File: config.mk
export PLATFORM = sky130hd
export DESIGN_NAME = alu_req_arbiter
export DESIGN_NICKNAME = d
export VERILOG_FILES = /design/src/rtl/alu_req_arbiter.sv
export SDC_FILE = /design/constraint.sdc
export NUM_CORES = 1
export LEC_CHECK = 0
export BUFFER_PORTS_ARGS = -buffer_cell sky130_fd_sc_hd__buf_2
export CORE_AREA = 2 2 89 91
export CTS_CLUSTER_SIZE = 30
export DETAILED_ROUTE_END_ITERATION = 12
export DIE_AREA = 0 0 91 93
export MAX_ROUTING_LAYER = met4
export PLACE_DENSITY_LB_ADDON = 0.05
export REMOVE_ABC_BUFFERS = 1
export SLEW_MARGIN = 20
export SYNTH_ARGS = -nofsm -noshare
export SYNTH_HDL_FRONTEND = slang
export SYNTH_SLANG_ARGS = --single-unit
File: constraint.sdc
create_clock -name clk -period 6.6 [get_ports clk]
set_input_delay 1.32 -clock clk [delete_from_list [all_inputs] [get_ports clk]]
set_output_delay 1.32 -clock clk [all_outputs]
set_load 0.03 [all_outputs]
File: src/rtl/alu_req_arbiter.sv
// Round-robin arbiter sharing one ALU between N_REQ requesters.
// Latches one op, pulses alu_start, waits for alu_done under a watchdog, returns a tagged result.
module alu_req_arbiter #(
  parameter int N_REQ   = 4,
  parameter int ID_W    = 2,
  parameter int DATA_W  = 8,
  parameter int RES_W   = 16,
  parameter int TIMEOUT = 64
) (
  input  logic                      clk,
  input  logic                      reset,
  input  logic [N_REQ-1:0]          req_valid,
  input  logic [3*N_REQ-1:0]        req_opcode,
  input  logic [DATA_W*N_REQ-1:0]   req_a,
  input  logic [DATA_W*N_REQ-1:0]   req_b,
  output logic [N_REQ-1:0]          req_ready,
  output logic                      alu_start,
  output logic [2:0]                alu_opcode,
  output logic [DATA_W-1:0]         alu_a,
  output logic [DATA_W-1:0]         alu_b,
  input  logic                      alu_done,
  input  logic [RES_W-1:0]          alu_result,
  output logic                      rsp_valid,
  output logic [ID_W-1:0]           rsp_id,
  output logic [RES_W-1:0]          rsp_result,
  output logic                      rsp_err,
  output logic                      busy,
  output logic [7:0]                stat_timeouts
);

  localparam int TMR_W = (TIMEOUT > 2) ? $clog2(TIMEOUT) : 1;
  localparam logic [TMR_W-1:0] TMR_LAST = TMR_W'(TIMEOUT - 1);
  localparam logic [2:0] OP_ILLEGAL = 3'b111;

  typedef enum logic [1:0] {
    ST_IDLE    = 2'd0,
    ST_ISSUE   = 2'd1,
    ST_WAIT    = 2'd2,
    ST_RESPOND = 2'd3
  } state_t;

  state_t              state_r;
  state_t              state_nxt_s;
  logic [ID_W-1:0]     rr_ptr_r;
  logic [ID_W-1:0]     id_r;
  logic [ID_W-1:0]     grant_s;
  logic                found_s;
  logic                accept_s;
  logic                illegal_s;
  logic                timeout_s;
  logic [2:0]          sel_opcode_s;
  logic [DATA_W-1:0]   sel_a_s;
  logic [DATA_W-1:0]   sel_b_s;
  logic [TMR_W-1:0]    timer_r;

  function automatic logic [7:0] sat_inc8(input logic [7:0] v);
    if (v == 8'hFF) begin
      return v;
    end else begin
      return v + 8'd1;
    end
  endfunction

  function automatic logic [ID_W-1:0] next_id(input logic [ID_W-1:0] id);
    if (id == ID_W'(N_REQ - 1)) begin
      return '0;
    end else begin
      return id + ID_W'(1);
    end
  endfunction

  // Round-robin search from rr_ptr with wrap, then mux out the granted request fields
  always_comb begin
    grant_s      = '0;
    found_s      = 1'b0;
    sel_opcode_s = 3'b000;
    sel_a_s      = '0;
    sel_b_s      = '0;
    for (int k = 0; k < N_REQ; k++) begin
      if (!found_s && req_valid[(int'(rr_ptr_r) + k) % N_REQ]) begin
        found_s = 1'b1;
        grant_s = ID_W'((int'(rr_ptr_r) + k) % N_REQ);
      end else begin
        grant_s = grant_s;
      end
    end
    for (int i = 0; i < N_REQ; i++) begin
      if (grant_s == ID_W'(i)) begin
        sel_opcode_s = req_opcode[3*i +: 3];
        sel_a_s      = req_a[DATA_W*i +: DATA_W];
        sel_b_s      = req_b[DATA_W*i +: DATA_W];
      end else begin
        sel_opcode_s = sel_opcode_s;
      end
    end
  end

  // reset is folded in so no handshake can be seen while the block is held in reset
  assign accept_s  = (state_r == ST_IDLE) && found_s && reset;
  assign illegal_s = (sel_opcode_s == OP_ILLEGAL);
  assign timeout_s = (timer_r == TMR_LAST);
  assign req_ready = accept_s ? (N_REQ'(1) << grant_s) : '0;
  assign busy      = (state_r != ST_IDLE);

  // State register
  always_ff @(posedge clk or negedge reset) begin
    if (!reset) begin
      state_r <= ST_IDLE;
    end else begin
      state_r <= state_nxt_s;
    end
  end

  // Next-state logic; done takes priority over the watchdog in WAIT
  always_comb begin
    state_nxt_s = state_r;
    case (state_r)
      ST_IDLE: begin
        if (accept_s) begin
          state_nxt_s = illegal_s ? ST_RESPOND : ST_ISSUE;
        end else begin
          state_nxt_s = ST_IDLE;
        end
      end
      ST_ISSUE: state_nxt_s = ST_WAIT;
      ST_WAIT: begin
        if (alu_done || timeout_s) begin
          state_nxt_s = ST_RESPOND;
        end else begin
          state_nxt_s = ST_WAIT;
        end
      end
      ST_RESPOND: state_nxt_s = ST_IDLE;
      default:    state_nxt_s = ST_IDLE;
    endcase
  end

  // Operation latch, watchdog timer, response and statistics registers
  always_ff @(posedge clk or negedge reset) begin
    if (!reset) begin
      rr_ptr_r      <= '0;
      id_r          <= '0;
      timer_r       <= '0;
      alu_start     <= 1'b0;
      alu_opcode    <= 3'b000;
      alu_a         <= '0;
      alu_b         <= '0;
      rsp_valid     <= 1'b0;
      rsp_id        <= '0;
      rsp_result    <= '0;
      rsp_err       <= 1'b0;
      stat_timeouts <= 8'd0;
    end else begin
      alu_start <= 1'b0;
      rsp_valid <= 1'b0;
      case (state_r)
        ST_IDLE: begin
          if (accept_s) begin
            id_r <= grant_s;
            if (illegal_s) begin
              rsp_valid  <= 1'b1;
              rsp_id     <= grant_s;
              rsp_result <= '0;
              rsp_err    <= 1'b1;
            end else begin
              alu_start  <= 1'b1;
              alu_opcode <= sel_opcode_s;
              alu_a      <= sel_a_s;
              alu_b      <= sel_b_s;
            end
          end
        end
        ST_ISSUE: timer_r <= '0;
        ST_WAIT: begin
          if (alu_done) begin
            rsp_valid  <= 1'b1;
            rsp_id     <= id_r;
            rsp_result <= alu_result;
            rsp_err    <= 1'b0;
          end else if (timeout_s) begin
            rsp_valid     <= 1'b1;
            rsp_id        <= id_r;
            rsp_result    <= '0;
            rsp_err       <= 1'b1;
            stat_timeouts <= sat_inc8(stat_timeouts);
          end else begin
            timer_r <= timer_r + TMR_W'(1);
          end
        end
        ST_RESPOND: rr_ptr_r <= next_id(id_r);
        default: rr_ptr_r <= rr_ptr_r;
      endcase
    end
  end

endmodule

* Word-level counts from Yosys, hierarchy flattened *
Index checks and enable logic that the tools add are counted.
Widths: inputs -> output; s select.

word-level totals
  register bits = 60
  bits of input ports = 99
  output and inout port bits = 53
  logic and storage cells = 130

operators by class
  add/sub/neg operators = 6
  $lt $le $gt $ge = 4
  eq/ne operators = 15
  shift operators = 1
  mux-type cells = 63
  bitwise logic cells = 6
  reductions and logical operators = 22

operator list
  cell                 number
  $mux 16              4
  $mux 8               8
  $pmux 16 s2          1
  $mux 1               23
  $mux 2               11
  $lt 3x4->1 const B   3
  $mux 3               4
  $mux 6               2
  $pmux 6 s2           1
  $eq 2x2->1 const B   5
  $add 8x1->8 const B  1
  $bmux 1 s2           4
  $eq 8x8->1 const B   1
  $ne 2x2->1 const B   4
  $pmux 2 s4           1
  $reduce_and 4->1     2
  $add 6x1->6 const B  1
  $eq 6x6->1 const B   1
  $reduce_and 3->1     2
  $reduce_bool 2->1    3
  $reduce_or 2->1      3
  $logic_and 1x1->1    5
  $add 2x1->2 const B  2
  $add 2x2->2 const B  2
  14 further kinds     23

* Logic depth before layout (Yosys ltp) *
  depth in word-level cells = 23
  mapped depth = 11
  depth with buffers taken out = 8

* Worst setup path before layout *
Ideal clock, no wire load.

  kind = input -> output
  start point = input req_valid[3]
  end point = output req_ready[0]
  arrival = 3.246 ns
  required time = 5.280 ns
  path slack = 2.034 ns
  stages on the path = 6
  buffers on the path = 2
  path through = nand2b_1 -> a211oi_1 -> nor2_1 -> clkbuf_1 -> clkbuf_1 -> nor3_1

on the way
  cells in the longest elaborated chain, start to end = 15
  elaborated cells on any way between the ends = 29

RTL lines
  what                            line  text
  start, declared                 12    input logic [N_REQ-1:0] req_valid,
  $bmux 1 s2                      80    if (!found_s && req_valid[(int'(rr_ptr_r) + k) % N_REQ]) begin
  $mux 1 (implied by the code)    80
  $mux 1                          80
  $logic_not 1->1                 80
  $logic_and 1x1->1               80
  $mux 1                          80
  $logic_not 1->1                 80
  $logic_and 1x1->1               80
  $mux 1                          80
  $logic_not 1->1                 80
  $logic_and 1x1->1               80
  $mux 1                          80
  $logic_and 1x1->1 (2 in a row)  99    assign accept_s = (state_r == ST_IDLE) && found_s && reset;
  $mux 4 (*)                      102   assign req_ready = accept_s ? (N_REQ'(1) << grant_s) : '0;
  end, declared                   16    output logic [N_REQ-1:0] req_ready,

Mark *: on every way between the ends. The rest lies on a longest branch, timed or not. The select of a mux whose other input is x is not followed.

* Final worst setup path *
  start point = input req_valid[3]
  end point = output req_ready[1]

The elaborated chain is that of the path after synthesis.

==> out/metrics.cfg <==
[status]
status = complete, no violations

[sta]
setup_slack_ps = 2320
fin_crit_sh = 0.648
timing.fmax_mhz = 234
fin_crit_ps = 4280
clock_skew_ps = 10.4
slew_viol_final = 0
slew_headroom = 0.357
worstMarginPinSlew_ps = 964
setup_viol = 0
rsz0062_at_grt = false
hold_viol = 0
tns_ps = 0
fin_hold_ws_ps = 488

[cells_and_area]
layout_commonest_cell = buf_2
final_core_util = 0.642
stdcell_area_mm2 = 0.00483
multi_input_area_mm2 = 0.00217
final_cell_mix = buf_2 (151), dfrtp_1 (60), o211ai_1 (32)
diodes = 0
regArea_mm2 = 0.00150
final_layout_size_suffix_gt1_frac = 0.428
fillers = 679
area_growth_pct = 24.5
fin_nets = 601
final_cells = 602

[placed_design]
dp_slack_ps = 2050
io_buffers = 151
dp.final_hpwl_um = 6890
dp_cells = 587
place.gp.congestion = 0.791
post_dp_cell_area_mm2 = 0.00464

[clock_network]
cts_sinks = 60
cts_buffer_depth = 2
clk_pin_slew_ps = 60
cts_tree = yes
hold_buffers = 0
cts_root_buffer = clkbuf_8
insertion_delay_ps = 340
cts.htree.levels = 3
cts-buffers-inserted = 9
postCtsSetupBuffers = 0
post_cts_resized = 0

[critical_path]
ff2ff_path_depth = 6
crit_slowest_cell = a211oi_1
critPathKind = input port to output port
cp-start-kind = input port
cp.required_ps = 5280
path_cells = buf_2, nand2b_1, a211oi_1, nor2_4, nor3_1, buf_2
crit_path_end_kind = output port
crit_fanout = 25
critical_path.max_stage_delay_ps = 630
cp.arrival_ps = 2960
cpMostUsedCell = buf_2

[grt]
grt_max_degree = 61
use_met1 = 0.293
grt_remaining_overflow = 0
top_usage_layer = met2
first_global_vias = 3338
grtUsageMet3 = 0.0629
grt_use_total = 0.239
grt_first_pass_wirelength_um = 15700
antenna_found_initial = 0
use_met2 = 0.394

[routing]
vias = 3511
wirelength_um = 9790
dr.pass1.iters = 4
final_antenna_net_count = 0
vias_per_cell = 5.83
drt-initial-drc-count = 238
post_drt_wl_per_cell_um = 16.3
drc = 0

[synthesis]
syn-cell-area_mm2 = 0.00388
synth_ff_type = dfrtp_1
ys_seq_area_frac = 0.387
synth_cell_types = 47
ys_warn_count = 0
synth_cells = 360
synth_edf_count = 0
synth-async-reset-ratio = 1.00
synth_area_per_cell_um2 = 10.8
synth_seq_cells = 60

[die]
rows = 32
die_area_mm2 = 0.00846
die_w_um = 91
coreArea_mm2 = 0.00753
start_util = 0.516
io_pins = 152
die_y_um = 93

[pwr]
power_mw = 2.11
p_leak_nw = 2.14
power_density_mw_per_mm2 = 436
vdd_drop_max_mv = 0.220

[job]
cap_violations = 0

[worst_hold_path]
hp-class = register to register
holdPathStages = 1

## flip-flops by register name, indices dropped and copies added, names as in the netlist
| signal | cells |
|---|---|
| alu_a | 8 |
| alu_b | 8 |
| alu_opcode | 3 |
| alu_start | 1 |
| id_r | 2 |
| rr_ptr_r | 2 |
| rsp_err | 1 |
| rsp_id | 2 |
| rsp_result | 16 |
| rsp_valid | 1 |
| stat_timeouts | 8 |
| state_r | 2 |
| timer_r | 6 |
## where the power goes
group / internal [mW] / leakage (nW) / switching [mW]
Clock: 0.175 / 0.0986 / 0.140
Sequential: 0.500 / 0.711 / 0.102
Combinational: 0.474 / 1.33 / 0.716
## Yosys cell counts, types with 2 or more instances
cell | n | area, um2
mux4_2 | 19 | 428
nor4_1 | 3 | 18.8
and2_1 | 2 | 12.5
dfrtp_1 | 60 | 1500
mux2i_1 | 3 | 30.0
inv_1 | 19 | 71.3
o32ai_1 | 2 | 17.5
o2bb2ai_1 | 17 | 149
nor3_1 | 4 | 20.0
buf_2 | 8 | 40.0
nand3_1 | 6 | 30.0
ha_1 | 6 | 75.1
clkbuf_1 | 17 | 63.8
buf_6 | 2 | 22.5
and3_1 | 2 | 12.5
a21oi_1 | 4 | 20.0
o31ai_1 | 2 | 15.0
or3_1 | 19 | 119
nor2b_1 | 2 | 12.5
nand2b_1 | 3 | 18.8
mux4_1 | 3 | 78.8
o211ai_1 | 32 | 240
a31oi_1 | 18 | 113
mux2_2 | 11 | 124
xor2_1 | 2 | 17.5
nand2_1 | 31 | 116
o21ai_0 | 7 | 35.0
o22a_1 | 3 | 26.3
mux2_4 | 9 | 135
xnor2_1 | 7 | 61.3
nor2_1 | 17 | 63.8
nand4_1 | 4 | 25.0
a22o_1 | 2 | 17.5
## critical path: cells and delay by family
kind	cells	cell delay, ps
AOI/OAI and AO/OA	1	630
buffers and inverters	2	340
and+or+nand+nor	3	650
## logic make-up after synthesis
family / after synthesis / share of synthesized area
XOR/XNOR: 9 / 0.0203
multiplexers: 45 / 0.205
flip-flops: 60 / 0.387
buffers and inverters: 48 / 0.0580
AO/OA/AOI/OAI: 96 / 0.186
adder cells (fa/ha/maj): 6 / 0.0193
AND/OR/NAND/NOR: 96 / 0.124
## final timing paths
path	startpoint	slack (ps)	endpoint
worst max-delay path	req_valid[3]	2320	req_ready[1]
worst min-delay path	alu_opcode[0]$_DFFE_PN0P_	490	alu_opcode[0]$_DFFE_PN0P_
worst max register to register	rr_ptr_r[1]$_DFFE_PN0N_	3360	alu_b[1]$_DFFE_PN0P_
worst min register to register	alu_opcode[0]$_DFFE_PN0P_	490	alu_opcode[0]$_DFFE_PN0P_
max in group asynchronous	reset	4920	alu_b[6]$_DFFE_PN0P_
min in group asynchronous	reset	1170	stat_timeouts[2]$_DFFE_PN0P_
## layout make-up
cell class	instances	share of cell area
sequential	60	0.311
inverter	19	0.0148
timing repair buffer	154	0.161
multi-input combinational	252	0.448
tap	102	0.0264
clock inverter	1	0.00104
clock buffer	14	0.0378
## metal layers
metal / vias to the layer above / wire, um
met5: - / 0
met4: 0 / 140
met3: 14 / 620
met2: 124 / 4890
met1: 1721 / 4140
li1: 1652 / -
No activity file was read; power rests on OpenSTA's default activity.
